===== src/rtl/alu_pkg.sv =====
// -----------------------------------------------------------------------------
// alu_pkg
//  Shared definitions for the alu command sequencer and the alu itself.
//  Holds the default widths, the op code values the alu understands, and the
//  sequencer FSM state encodings.
//  No ports; import with alu_pkg::*.
// -----------------------------------------------------------------------------
package alu_pkg;

  localparam int OP_W   = 3;
  localparam int IN_W   = 32;
  localparam int OUT_W  = 64;
  localparam int FIFO_D = 4;

  localparam logic [2:0] OP_ADD = 3'b000;
  localparam logic [2:0] OP_MUL = 3'b001;

  // Sequencer FSM encodings, also visible on the debug state output.
  localparam logic [1:0] ST_IDLE  = 2'd0;
  localparam logic [1:0] ST_DRIVE = 2'd1;
  localparam logic [1:0] ST_HOLD  = 2'd2;

  // True for the op codes the alu actually implements.
  function automatic logic op_is_legal(input logic [OP_W-1:0] op);
    return (op == OP_ADD) || (op == OP_MUL);
  endfunction

endpackage


===== src/rtl/alu_seq_if.sv =====
// -----------------------------------------------------------------------------
// alu_seq_if
//  Command and result ports of the alu sequencer bundled into one interface.
//  Handshake rule for both channels: a beat transfers on a rising clock edge
//  where valid and ready are both 1. A producer holding valid keeps its payload
//  stable until that edge; ready may depend on nothing the producer drives in
//  the same cycle, so there is no combinational loop through the handshake.
//  Signals:
//    cmd_valid/cmd_ready/cmd_op/cmd_a/cmd_b   upstream command channel
//    res_valid/res_ready/res_data/res_err     downstream result channel
//  Modports:
//    master  the side that issues commands and consumes results
//    slave   the sequencer
// -----------------------------------------------------------------------------
interface alu_seq_if #(
  parameter int OP_W  = 3,
  parameter int IN_W  = 32,
  parameter int OUT_W = 64
) ();

  logic             cmd_valid;
  logic             cmd_ready;
  logic [OP_W-1:0]  cmd_op;
  logic [IN_W-1:0]  cmd_a;
  logic [IN_W-1:0]  cmd_b;

  logic             res_valid;
  logic             res_ready;
  logic [OUT_W-1:0] res_data;
  logic             res_err;

  modport master (
    output cmd_valid, cmd_op, cmd_a, cmd_b, res_ready,
    input  cmd_ready, res_valid, res_data, res_err
  );

  modport slave (
    input  cmd_valid, cmd_op, cmd_a, cmd_b, res_ready,
    output cmd_ready, res_valid, res_data, res_err
  );

endinterface


===== src/rtl/alu_cmd_fifo.sv =====
// -----------------------------------------------------------------------------
// alu_cmd_fifo
//  Synchronous FIFO holding packed {op, a, b} commands for alu_seq.
//  Full/empty come from an occupancy counter; pointers wrap naturally.
//  A push while full or a pop while empty is ignored.
//  Ports:
//    clk, rst  clock, asynchronous active-high reset
//    i_push    write i_din when not full
//    i_din     entry to write
//    i_pop     advance read pointer when not empty
//    o_dout    current head entry (valid when !o_empty)
//    o_full    FIFO holds D entries
//    o_empty   FIFO holds no entries
// -----------------------------------------------------------------------------
module alu_cmd_fifo #(
  parameter int W = 67,
  parameter int D = 4
) (
  input  logic         clk,
  input  logic         rst,
  input  logic         i_push,
  input  logic [W-1:0] i_din,
  input  logic         i_pop,
  output logic [W-1:0] o_dout,
  output logic         o_full,
  output logic         o_empty
);

  localparam int AW = $clog2(D);
  localparam int CW = AW + 1;

  logic [W-1:0]  r_mem [D];
  logic [AW-1:0] r_wr_ptr;
  logic [AW-1:0] r_rd_ptr;
  logic [CW-1:0] r_count;

  logic w_do_push;
  logic w_do_pop;

  assign o_full    = (r_count == CW'(D));
  assign o_empty   = (r_count == '0);
  assign w_do_push = i_push && !o_full;
  assign w_do_pop  = i_pop && !o_empty;
  assign o_dout    = r_mem[r_rd_ptr];

  // Storage needs no reset: an entry is only read after it was written.
  always_ff @(posedge clk) begin
    if (w_do_push) begin
      r_mem[r_wr_ptr] <= i_din;
    end
  end

  always_ff @(posedge clk or posedge rst) begin
    if (rst) begin
      r_wr_ptr <= '0;
      r_rd_ptr <= '0;
      r_count  <= '0;
    end else begin
      if (w_do_push) begin
        r_wr_ptr <= r_wr_ptr + AW'(1);
      end
      if (w_do_pop) begin
        r_rd_ptr <= r_rd_ptr + AW'(1);
      end
      case ({w_do_push, w_do_pop})
        2'b10:   r_count <= r_count + CW'(1);
        2'b01:   r_count <= r_count - CW'(1);
        default: r_count <= r_count;
      endcase
    end
  end

endmodule


===== src/rtl/alu_seq.sv =====
// -----------------------------------------------------------------------------
// alu_seq
//  Command-side driver for the combinational alu. Commands arriving on the
//  command channel are buffered in a small FIFO and issued one at a time to
//  the alu through registered op/operand outputs. One cycle later the alu
//  result is captured and offered on the result channel, in command order.
//  Ports:
//    clk, rst     clock, asynchronous active-high reset
//    bus          alu_seq_if slave modport (command and result channels)
//    alu_op_code  registered op code to the alu
//    alu_in1      registered operand 1 to the alu
//    alu_in2      registered operand 2 to the alu
//    alu_out      combinational alu result
//    o_state      current FSM state (IDLE/DRIVE/HOLD encodings from alu_pkg)
// -----------------------------------------------------------------------------
module alu_seq
  import alu_pkg::*;
#(
  parameter int P_IN_W   = IN_W,
  parameter int P_OUT_W  = OUT_W,
  parameter int P_OP_W   = OP_W,
  parameter int P_FIFO_D = FIFO_D
) (
  input  logic               clk,
  input  logic               rst,
  alu_seq_if.slave           bus,
  output logic [P_OP_W-1:0]  alu_op_code,
  output logic [P_IN_W-1:0]  alu_in1,
  output logic [P_IN_W-1:0]  alu_in2,
  input  logic [P_OUT_W-1:0] alu_out,
  output logic [1:0]         o_state
);

  localparam int CMD_W = P_OP_W + 2 * P_IN_W;

  logic [1:0]         r_state;
  logic [P_OP_W-1:0]  r_alu_op;
  logic [P_IN_W-1:0]  r_alu_a;
  logic [P_IN_W-1:0]  r_alu_b;
  logic [P_OUT_W-1:0] r_res_data;
  logic               r_res_err;
  logic               r_res_valid;

  logic [CMD_W-1:0]   w_head;
  logic [P_OP_W-1:0]  w_head_op;
  logic [P_IN_W-1:0]  w_head_a;
  logic [P_IN_W-1:0]  w_head_b;
  logic               w_full;
  logic               w_empty;
  logic               w_push;
  logic               w_pop;
  logic               w_res_fire;

  // cmd_ready depends only on the registered count, so a pop in the same
  // cycle never opens a slot for a full FIFO.
  assign bus.cmd_ready = !w_full;
  assign w_push        = bus.cmd_valid && !w_full;

  assign w_res_fire = (r_state == ST_HOLD) && bus.res_ready;
  // Pop whenever the FSM is about to issue: from IDLE, or out of HOLD on the
  // result transfer so the next command goes straight to DRIVE.
  assign w_pop      = !w_empty && ((r_state == ST_IDLE) || w_res_fire);

  assign w_head_op = w_head[2*P_IN_W +: P_OP_W];
  assign w_head_a  = w_head[P_IN_W +: P_IN_W];
  assign w_head_b  = w_head[0 +: P_IN_W];

  alu_cmd_fifo #(
    .W (CMD_W),
    .D (P_FIFO_D)
  ) u_fifo (
    .clk     (clk),
    .rst     (rst),
    .i_push  (w_push),
    .i_din   ({bus.cmd_op, bus.cmd_a, bus.cmd_b}),
    .i_pop   (w_pop),
    .o_dout  (w_head),
    .o_full  (w_full),
    .o_empty (w_empty)
  );

  always_ff @(posedge clk or posedge rst) begin
    if (rst) begin
      r_state     <= ST_IDLE;
      r_alu_op    <= '0;
      r_alu_a     <= '0;
      r_alu_b     <= '0;
      r_res_data  <= '0;
      r_res_err   <= 1'b0;
      r_res_valid <= 1'b0;
    end else begin
      case (r_state)
        ST_IDLE: begin
          if (w_pop) begin
            r_alu_op <= w_head_op;
            r_alu_a  <= w_head_a;
            r_alu_b  <= w_head_b;
            r_state  <= ST_DRIVE;
          end
        end
        ST_DRIVE: begin
          // The alu has had one full cycle to settle on the registered inputs.
          r_res_data  <= alu_out;
          r_res_err   <= !op_is_legal(OP_W'(r_alu_op));
          r_res_valid <= 1'b1;
          r_state     <= ST_HOLD;
        end
        ST_HOLD: begin
          if (w_res_fire) begin
            r_res_valid <= 1'b0;
            if (w_pop) begin
              r_alu_op <= w_head_op;
              r_alu_a  <= w_head_a;
              r_alu_b  <= w_head_b;
              r_state  <= ST_DRIVE;
            end else begin
              r_state  <= ST_IDLE;
            end
          end
        end
        default: begin
          r_state <= ST_IDLE;
        end
      endcase
    end
  end

  assign alu_op_code   = r_alu_op;
  assign alu_in1       = r_alu_a;
  assign alu_in2       = r_alu_b;
  assign bus.res_valid = r_res_valid;
  assign bus.res_data  = r_res_data;
  assign bus.res_err   = r_res_err;
  assign o_state       = r_state;

endmodule


===== src/flat_wrapper.sv =====
// flat-port wrapper written by rule: the top's interface ports become plain ports
module alu_seq_flat import alu_pkg::*;
#(
  parameter int P_IN_W   = IN_W,
  parameter int P_OUT_W  = OUT_W,
  parameter int P_OP_W   = OP_W,
  parameter int P_FIFO_D = FIFO_D
)
  (clk, rst, alu_op_code, alu_in1, alu_in2, alu_out, o_state, bus_cmd_valid, bus_cmd_op, bus_cmd_a, bus_cmd_b, bus_res_ready, bus_cmd_ready, bus_res_valid, bus_res_data, bus_res_err);
  alu_seq_if #(.OP_W(OP_W), .IN_W(IN_W), .OUT_W(OUT_W)) bus_i ();
  input  logic clk;
  input  logic rst;
  output logic [P_OP_W-1:0] alu_op_code;
  output logic [P_IN_W-1:0] alu_in1;
  output logic [P_IN_W-1:0] alu_in2;
  input  logic [P_OUT_W-1:0] alu_out;
  output logic [1:0] o_state;
  input wire logic [$bits(bus_i.cmd_valid)-1:0] bus_cmd_valid;
  input wire logic [$bits(bus_i.cmd_op)-1:0] bus_cmd_op;
  input wire logic [$bits(bus_i.cmd_a)-1:0] bus_cmd_a;
  input wire logic [$bits(bus_i.cmd_b)-1:0] bus_cmd_b;
  input wire logic [$bits(bus_i.res_ready)-1:0] bus_res_ready;
  output wire logic [$bits(bus_i.cmd_ready)-1:0] bus_cmd_ready;
  output wire logic [$bits(bus_i.res_valid)-1:0] bus_res_valid;
  output wire logic [$bits(bus_i.res_data)-1:0] bus_res_data;
  output wire logic [$bits(bus_i.res_err)-1:0] bus_res_err;
  assign bus_i.cmd_valid = bus_cmd_valid;
  assign bus_i.cmd_op = bus_cmd_op;
  assign bus_i.cmd_a = bus_cmd_a;
  assign bus_i.cmd_b = bus_cmd_b;
  assign bus_i.res_ready = bus_res_ready;
  assign bus_cmd_ready = bus_i.cmd_ready;
  assign bus_res_valid = bus_i.res_valid;
  assign bus_res_data = bus_i.res_data;
  assign bus_res_err = bus_i.res_err;
  alu_seq #(.P_IN_W(P_IN_W), .P_OUT_W(P_OUT_W), .P_OP_W(P_OP_W), .P_FIFO_D(P_FIFO_D)) u_core (.clk(clk), .rst(rst), .bus(bus_i), .alu_op_code(alu_op_code), .alu_in1(alu_in1), .alu_in2(alu_in2), .alu_out(alu_out), .o_state(o_state));
endmodule

===== config.mk =====
export PLATFORM = sky130hd
export DESIGN_NAME = alu_seq_flat
export DESIGN_NICKNAME = d
export VERILOG_FILES = /design/src/rtl/alu_pkg.sv /design/src/rtl/alu_seq_if.sv /design/src/rtl/alu_cmd_fifo.sv /design/src/rtl/alu_seq.sv /design/src/flat_wrapper.sv
export SDC_FILE = /design/constraint.sdc
export NUM_CORES = 1
export LEC_CHECK = 0
export BUFFER_PORTS_ARGS = -buffer_cell sky130_fd_sc_hd__buf_2
export CAP_MARGIN = 20
export CORE_AREA = 2 2 162 196
export DETAILED_ROUTE_END_ITERATION = 8
export DIE_AREA = 0 0 164 198
export PLACE_DENSITY = 0.84
export SLEW_MARGIN = 20
export SYNTH_ARGS = -nofsm -noshare
export SYNTH_HDL_FRONTEND = slang
export SYNTH_SLANG_ARGS = --single-unit

===== constraint.sdc =====
create_clock -name clk -period 6.5 [get_ports clk]
set_input_delay 0.325 -clock clk [delete_from_list [all_inputs] [get_ports clk]]
set_output_delay 0.325 -clock clk [all_outputs]
set_load 0.03 [all_outputs]

======== Word level (Yosys, flattened, before mapping) ========
Memory sizes are Yosys's and may differ from the RTL's.
Index checks and enable logic that the tools add are counted.
W data, S select, Z words.
word-level totals
  bits in registers ....................... 142
  bits in writable memories ............... 268
  output and inout bits ................... 136
  logic and storage cells ................. 60
  memories ................................ 1
operators by class
  $add $sub $neg .......................... 4
  eq/ne operators ......................... 8
  multiplexer cells ....................... 18
  reductions and logical operators ........ 19
memories
  name                 words  width  read ports  clocked after memory_dff  wr ports  line                text
  u_core.u_fifo.r_mem  4      67     1           0                         1         alu_cmd_fifo.sv:32  logic [W-1:0] r_mem [D];
operators with widths
  kind                   count
  $mux W32               4
  $pmux W32 S2           2
  $pmux W3 S2            2
  $logic_not A3 Y1       2
  $mux W3                2
  $pmux W2 S3            1
  $reduce_and A2 Y1      3
  $reduce_bool A2 Y1     3
  $logic_and A1 B1 Y1    5
  $add A2 B1 Y2 const B  2
  $eq A2 B1 Y1 const B   2
  $eq A2 B2 Y1 const B   2
  $mux W1                4
  $mux W2                2
  $add A3 B1 Y3 const B  1
  $eq A3 B1 Y1 const B   1
  $eq A3 B3 Y1 const B   1
  $logic_not A1 Y1       3
  $sub A3 B1 Y3 const B  1
  $logic_not A2 Y1       1
  $logic_or A1 B1 Y1     2
  $ne A2 B1 Y1 const B   1
  $ne A2 B2 Y1 const B   1
  $pmux W1 S2            1

======== Longest topological paths before layout ========
  word-level depth ........................ 7
  gate-level depth with buffers ........... 9

======== Cells and area by module ========
Synthesis repeated with hierarchy kept, for this count alone.
unflattened totals
  cell total of the unflattened synthesis .. 685
  area, all modules ....................... 15229.6 µm²
modules (own cells, without submodules)
  module        times used  cells each  area each (µm²)  sequential area each (µm²)
  alu_cmd_fifo  1           389         10097.2          8222.9
  alu_seq       1           296         5132.4           3378.2

======== Least setup slack after synthesis ========
Ideal clock, no wire load.
  path type ............................... register -> register
  from .................................... reg u_core.u_fifo.r_count[2]
  to ...................................... mem u_core.u_fifo.r_mem[0][0], enable pin
  setup time .............................. 0.433 ns
  arrival time ............................ 2.463 ns
  data required time ...................... 6.067 ns
  setup slack ............................. 3.604 ns
  stages on the path, launching flop included .. 3
  path buffers ............................ 0
  clock period less this slack ............ 2.896 ns
  path through ............................ dfrtp_1 -> or3b_1 -> and3_1
on the way
  longest elaborated chain between the ends .. 6
ends and longest elaborated chain
  item                               line                text
  from (decl)                        alu_cmd_fifo.sv:35  logic [CW-1:0] r_count;
  from (signal assigned)             alu_cmd_fifo.sv:66  2'b10: r_count <= r_count + CW'(1);
  from (signal assigned)             alu_cmd_fifo.sv:67  2'b01: r_count <= r_count - CW'(1);
  from (signal assigned)             alu_cmd_fifo.sv:68  default: r_count <= r_count;
  $eq A3 B3 Y1 (*)                   alu_cmd_fifo.sv:40  assign o_full = (r_count == CW'(D));
  $logic_not A1 Y1 (*)               --
  net bus_cmd_ready                  flat_wrapper.sv:23  output wire logic [$bits(bus_i.cmd_ready)-1:0] bus_cmd_ready;
  $logic_and A1 B1 Y1                alu_seq.sv:57       assign w_push = bus.cmd_valid && !w_full;
  $logic_and A1 B1 Y1 (*)            alu_cmd_fifo.sv:42  assign w_do_push = i_push && !o_full;
  $mux W1 (*)                        alu_cmd_fifo.sv:48  if (w_do_push) begin
  $mux W1 (not written as such) (*)  alu_cmd_fifo.sv:49  r_mem[r_wr_ptr] <= i_din;
  to (decl)                          alu_cmd_fifo.sv:32
The timed path passes the listed nets; every way through them passes the cells marked *.

======== Worst setup path in the final report ========
  from .................................... reg u_core.u_fifo.r_rd_ptr[0]
  to ...................................... reg u_core.r_alu_a[8] (netlist: u_core.alu_in1[8])
on the way
  longest elaborated chain between the ends .. 4
ends and longest elaborated chain
  item                    line                           text
  from (decl)             alu_cmd_fifo.sv:34             logic [AW-1:0] r_rd_ptr;
  from (signal assigned)  alu_cmd_fifo.sv:63             r_rd_ptr <= r_rd_ptr + AW'(1);
  $mem_v2 Z4 W67 (*)      --
  $mux W32 (*)            alu_seq.sv:94, alu_seq.sv:111
  $mux W32                alu_seq.sv:109                 if (w_res_fire) begin
  $pmux W32 S2 (*)        alu_seq.sv:92                  case (r_state)
  to (signal assigned)    alu_seq.sv:96                  r_alu_a <= w_head_a;
  to (signal assigned)    alu_seq.sv:113                 r_alu_a <= w_head_a;
  to (decl)               alu_seq.sv:38                  logic [P_IN_W-1:0] r_alu_a;
Every way passes the cells marked *; elsewhere a longest branch is shown, timed or not. The select of a mux whose other input is x is not followed.
A chain may end at the register's enable or synchronous reset.

==> impl_metrics.json <==
{
  "run_status": "completed",
  "layout_min_cycle_time_ps": 2630,
  "clk_latency_ps": 540,
  "grt_remaining_overflow": 0,
  "postCtsResizedCells": 0,
  "via_per_inst": 5.23,
  "post-synth-top-area-fraction_pct": 53.2,
  "met1_usage_pct": 23.5,
  "nNetsFinal": 1211,
  "numPortBuffers": 270,
  "ir_worst_vdd_mv": 0.315,
  "r2r_end": "u_core.alu_in1[8]$_DFFE_PP0P_",
  "grtUsageMet3_pct": 4.21,
  "setup-violations-final": 0,
  "final_layout_size_suffix_gt1_share_pct": 49.9,
  "layout_worst_path_cycle_share_pct": 40.5,
  "clockRootBuffer": "sky130_fd_sc_hd__clkbuf_16",
  "design.portCount": 271,
  "grt_max_degree": 74,
  "cts_max_path_buffers": 3,
  "die_w_um": 164,
  "grt_busiest_layer": "met2",
  "max-cap-violations": 0,
  "placementRows": 71,
  "cts-buffers-inserted": 40,
  "globalRouteMet2Util_pct": 35.9,
  "drt_wl_total_um": 31700,
  "critical_path.startpoint_type": "flip-flop",
  "syn-instance-count": 681,
  "synth.largest_area_cell": "sky130_fd_sc_hd__edfxtp_1",
  "clock-sinks": 410,
  "final-hold-violation-count": 0,
  "dominant_cells_by_area_after_synthesis": "sky130_fd_sc_hd__edfxtp_1, sky130_fd_sc_hd__dfrtp_1, sky130_fd_sc_hd__mux4_2, sky130_fd_sc_hd__mux2_2, sky130_fd_sc_hd__mux2_4",
  "seq_total_area_yosys_pct": 76.7,
  "finClkSkew_ps": 17.1,
  "layout.cells.non_filler": 1504,
  "crit-reg2reg-launch": "u_core.u_fifo.r_rd_ptr[0]$_DFFE_PP0P_",
  "reg2reg_slack_ps": 3870,
  "fillCellCount": 2082,
  "multi_input_comb_area_um2": 3330,
  "wl_per_cell_um": 21.1,
  "crit_chain": "buf_4 > mux4_2 > mux2_2",
  "power_leakage_nw": 7.45,
  "power.density_cell_area_nw_per_um2": 519,
  "tns_ps": 0,
  "number_of_placed_instances_with_taps_included": 1326,
  "grt_first_pass_wirelength_um": 47800,
  "critical_path_required_ps": 6920,
  "hold_class": "input pin to flip-flop",
  "yosysWarnings": 0,
  "critical_path.startpoint": "u_core.u_fifo.r_rd_ptr[0]$_DFFE_PP0P_",
  "timing_max_transition_violations_final": 0,
  "post-route-drc-count": 0,
  "seq_area_um2": 11600,
  "post-route-cell-area_um2": 19300,
  "finalCoreUtilization_pct": 62.6,
  "setup.worst_path.end": "u_core.alu_in1[8]$_DFFE_PP0P_",
  "post-cts-setup-buffers": 0,
  "cts_tree": "done",
  "grt_pass1_vias": 8625,
  "setup_repair_after_global_routing_missed_its_margin": "false",
  "detail_route.first_pass.iterations": 4,
  "place_hpwl_um": 17600,
  "clock.fmax_mhz": 380,
  "routed-via-count": 7863,
  "worst-setup-path-type": "flip-flop to flip-flop",
  "dieArea_um2": 32500,
  "netlist-cell-type-count": 27,
  "end_kind": "flip-flop",
  "dr.first_iter.drc_count": 493,
  "cts_max_level": 2,
  "hold_buffers": 98,
  "gp_routability_congestion": 0.699,
  "cts.reportedPaths.clkPinSlew_ps": 60,
  "post-layout-total-power_mw": 10.0,
  "worstHoldStart": "alu_out[20]",
  "worst_reg_to_reg_path_cell_count": 3,
  "synthesized_netlist_net_count": 822,
  "route.antenna.remaining_nets": 0,
  "worst_slew_margin_rel_pct": 27.6,
  "initial_core_util_pct": 49.1,
  "timing.critical_path.slowest_stage_cell": "sky130_fd_sc_hd__buf_4",
  "post_dp_cell_area_um2": 16900,
  "number_of_antenna_violations_at_the_first_check_in_global_routing": 1,
  "core_region_area_um2": 30800,
  "area_delta_synth_final_pct": 27.5,
  "worst_path_largest_cell_delay_ps": 840,
  "postSynthAreaPerCell_um2": 22.2,
  "track_usage_pct": 19.7,
  "die_h_um": 198,
  "postSynthRegisterBits": 410,
  "arrival_ps": 3050,
  "worst-path-max-fanout": 48,
  "syn_area_um2": 15100,
  "worst_slew_pin_slew_ps": 1090
}
power breakdown:
part	internal, mW	switching (mW)	total (mW)
sequential	3.64	0.502	4.15
clock	1.33	0.959	2.29
combinational	1.58	2.00	3.58
total	6.55	3.46	10.0
cell type report:
class / instances / area share, %
well taps: 401 / 2.60
inverters: 9 / 0.201
multi-input cells: 232 / 17.3
clock inverters: 16 / 0.843
diodes: 1 / 0.0130
clock buffers: 58 / 5.98
flip-flops and latches: 410 / 60.2
repair buffers: 377 / 12.9
kinds of logic (layout without fill, tap and decap cells):
group	Yosys count	in the layout	share of synthesized area, %
AOI/OAI and AO/OA	4	4	0.149
xor gates and xnor gates	6	6	0.347
adders and majority gates	6	6	0.546
buffers and inverters	39	460	1.52
DFF	410	410	76.7
muxes	200	200	20.1
other	0	1	0
and+or+nand+nor	16	16	0.670
cell usage in the layout, fill, tap and decap left out, types with 2 or more instances in the layout:
cell	n
sky130_fd_sc_hd__buf_16	4
sky130_fd_sc_hd__buf_4	4
sky130_fd_sc_hd__mux4_2	67
sky130_fd_sc_hd__dfrtp_4	2
sky130_fd_sc_hd__xor2_1	4
sky130_fd_sc_hd__clkbuf_8	6
sky130_fd_sc_hd__nor2_1	3
sky130_fd_sc_hd__dfrtp_1	140
sky130_fd_sc_hd__mux2_4	8
sky130_fd_sc_hd__clkbuf_1	10
sky130_fd_sc_hd__mux2_2	124
sky130_fd_sc_hd__inv_6	3
sky130_fd_sc_hd__edfxtp_1	268
sky130_fd_sc_hd__bufinv_16	2
sky130_fd_sc_hd__clkinv_2	7
sky130_fd_sc_hd__clkbuf_16	41
sky130_fd_sc_hd__clkinv_1	2
sky130_fd_sc_hd__ha_1	5
sky130_fd_sc_hd__a21oi_1	3
sky130_fd_sc_hd__buf_2	270
sky130_fd_sc_hd__xnor2_1	2
sky130_fd_sc_hd__and3_4	4
sky130_fd_sc_hd__inv_1	8
sky130_fd_sc_hd__dlygate4sd3_1	98
Yosys cell counts:
cell,count
sky130_fd_sc_hd__a21o_1,1
sky130_fd_sc_hd__a21oi_1,3
sky130_fd_sc_hd__and2_1,1
sky130_fd_sc_hd__and3_1,4
sky130_fd_sc_hd__buf_12,2
sky130_fd_sc_hd__buf_2,17
sky130_fd_sc_hd__buf_4,4
sky130_fd_sc_hd__buf_6,2
sky130_fd_sc_hd__clkbuf_1,5
sky130_fd_sc_hd__dfrtp_1,142
sky130_fd_sc_hd__edfxtp_1,268
sky130_fd_sc_hd__fa_1,1
sky130_fd_sc_hd__ha_1,5
sky130_fd_sc_hd__inv_1,9
sky130_fd_sc_hd__mux2_2,124
sky130_fd_sc_hd__mux2_4,8
sky130_fd_sc_hd__mux2i_1,1
sky130_fd_sc_hd__mux4_2,67
sky130_fd_sc_hd__nand2_1,1
sky130_fd_sc_hd__nor2_1,3
sky130_fd_sc_hd__nor2b_1,2
sky130_fd_sc_hd__nor3_1,1
sky130_fd_sc_hd__nor3_2,2
sky130_fd_sc_hd__nor4b_1,1
sky130_fd_sc_hd__or3b_1,1
sky130_fd_sc_hd__xnor2_1,2
sky130_fd_sc_hd__xor2_1,4
flip-flops by register name, indices dropped and copies added, names as in the netlist:
name,flops
u_core.u_fifo.r_count,3
u_core.bus.res_valid,1
u_core.o_state,2
u_core.alu_in1,32
u_core.u_fifo.r_rd_ptr,2
u_core.u_fifo.r_mem,268
u_core.bus.res_data,64
u_core.alu_in2,32
u_core.alu_op_code,3
u_core.bus.res_err,1
u_core.u_fifo.r_wr_ptr,2
worst min-delay path by stage:
stage,cells past startpoint,end
after floorplan,0,u_core.u_fifo.r_mem[0][0]$_DFFE_PP_
after global placement,1,u_core.bus.res_data[56]$_DFFE_PP0P_
after detailed placement,1,u_core.bus.res_data[6]$_DFFE_PP0P_
after CTS,2,u_core.bus.res_data[20]$_DFFE_PP0P_
after global routing,1,u_core.u_fifo.r_mem[1][24]$_DFFE_PP_
final,2,u_core.bus.res_data[20]$_DFFE_PP0P_
per-stage QoR:
step	hold WS [ps]	setup slack [ps]
after floorplan	424	2370
after global placement	483	3800
after detailed placement	490	3770
after CTS	0.135	3750
after global routing	0.803	3610
final	27.2	3870
worst max-delay path, delay by kind of cell, from the launching register on:
family / cells / cell delay (ps)
flip-flops: 1 / 740
multiplexers: 2 / 900
buffers and inverters: 1 / 840
layer usage:
metal / share of wire [%] / routed length (um)
met5: 0 / 0
met4: 1.9 / 605
met3: 7.2 / 2290
met2: 52 / 16500
met1: 39 / 12300
Power figures use the tool's default switching activity.
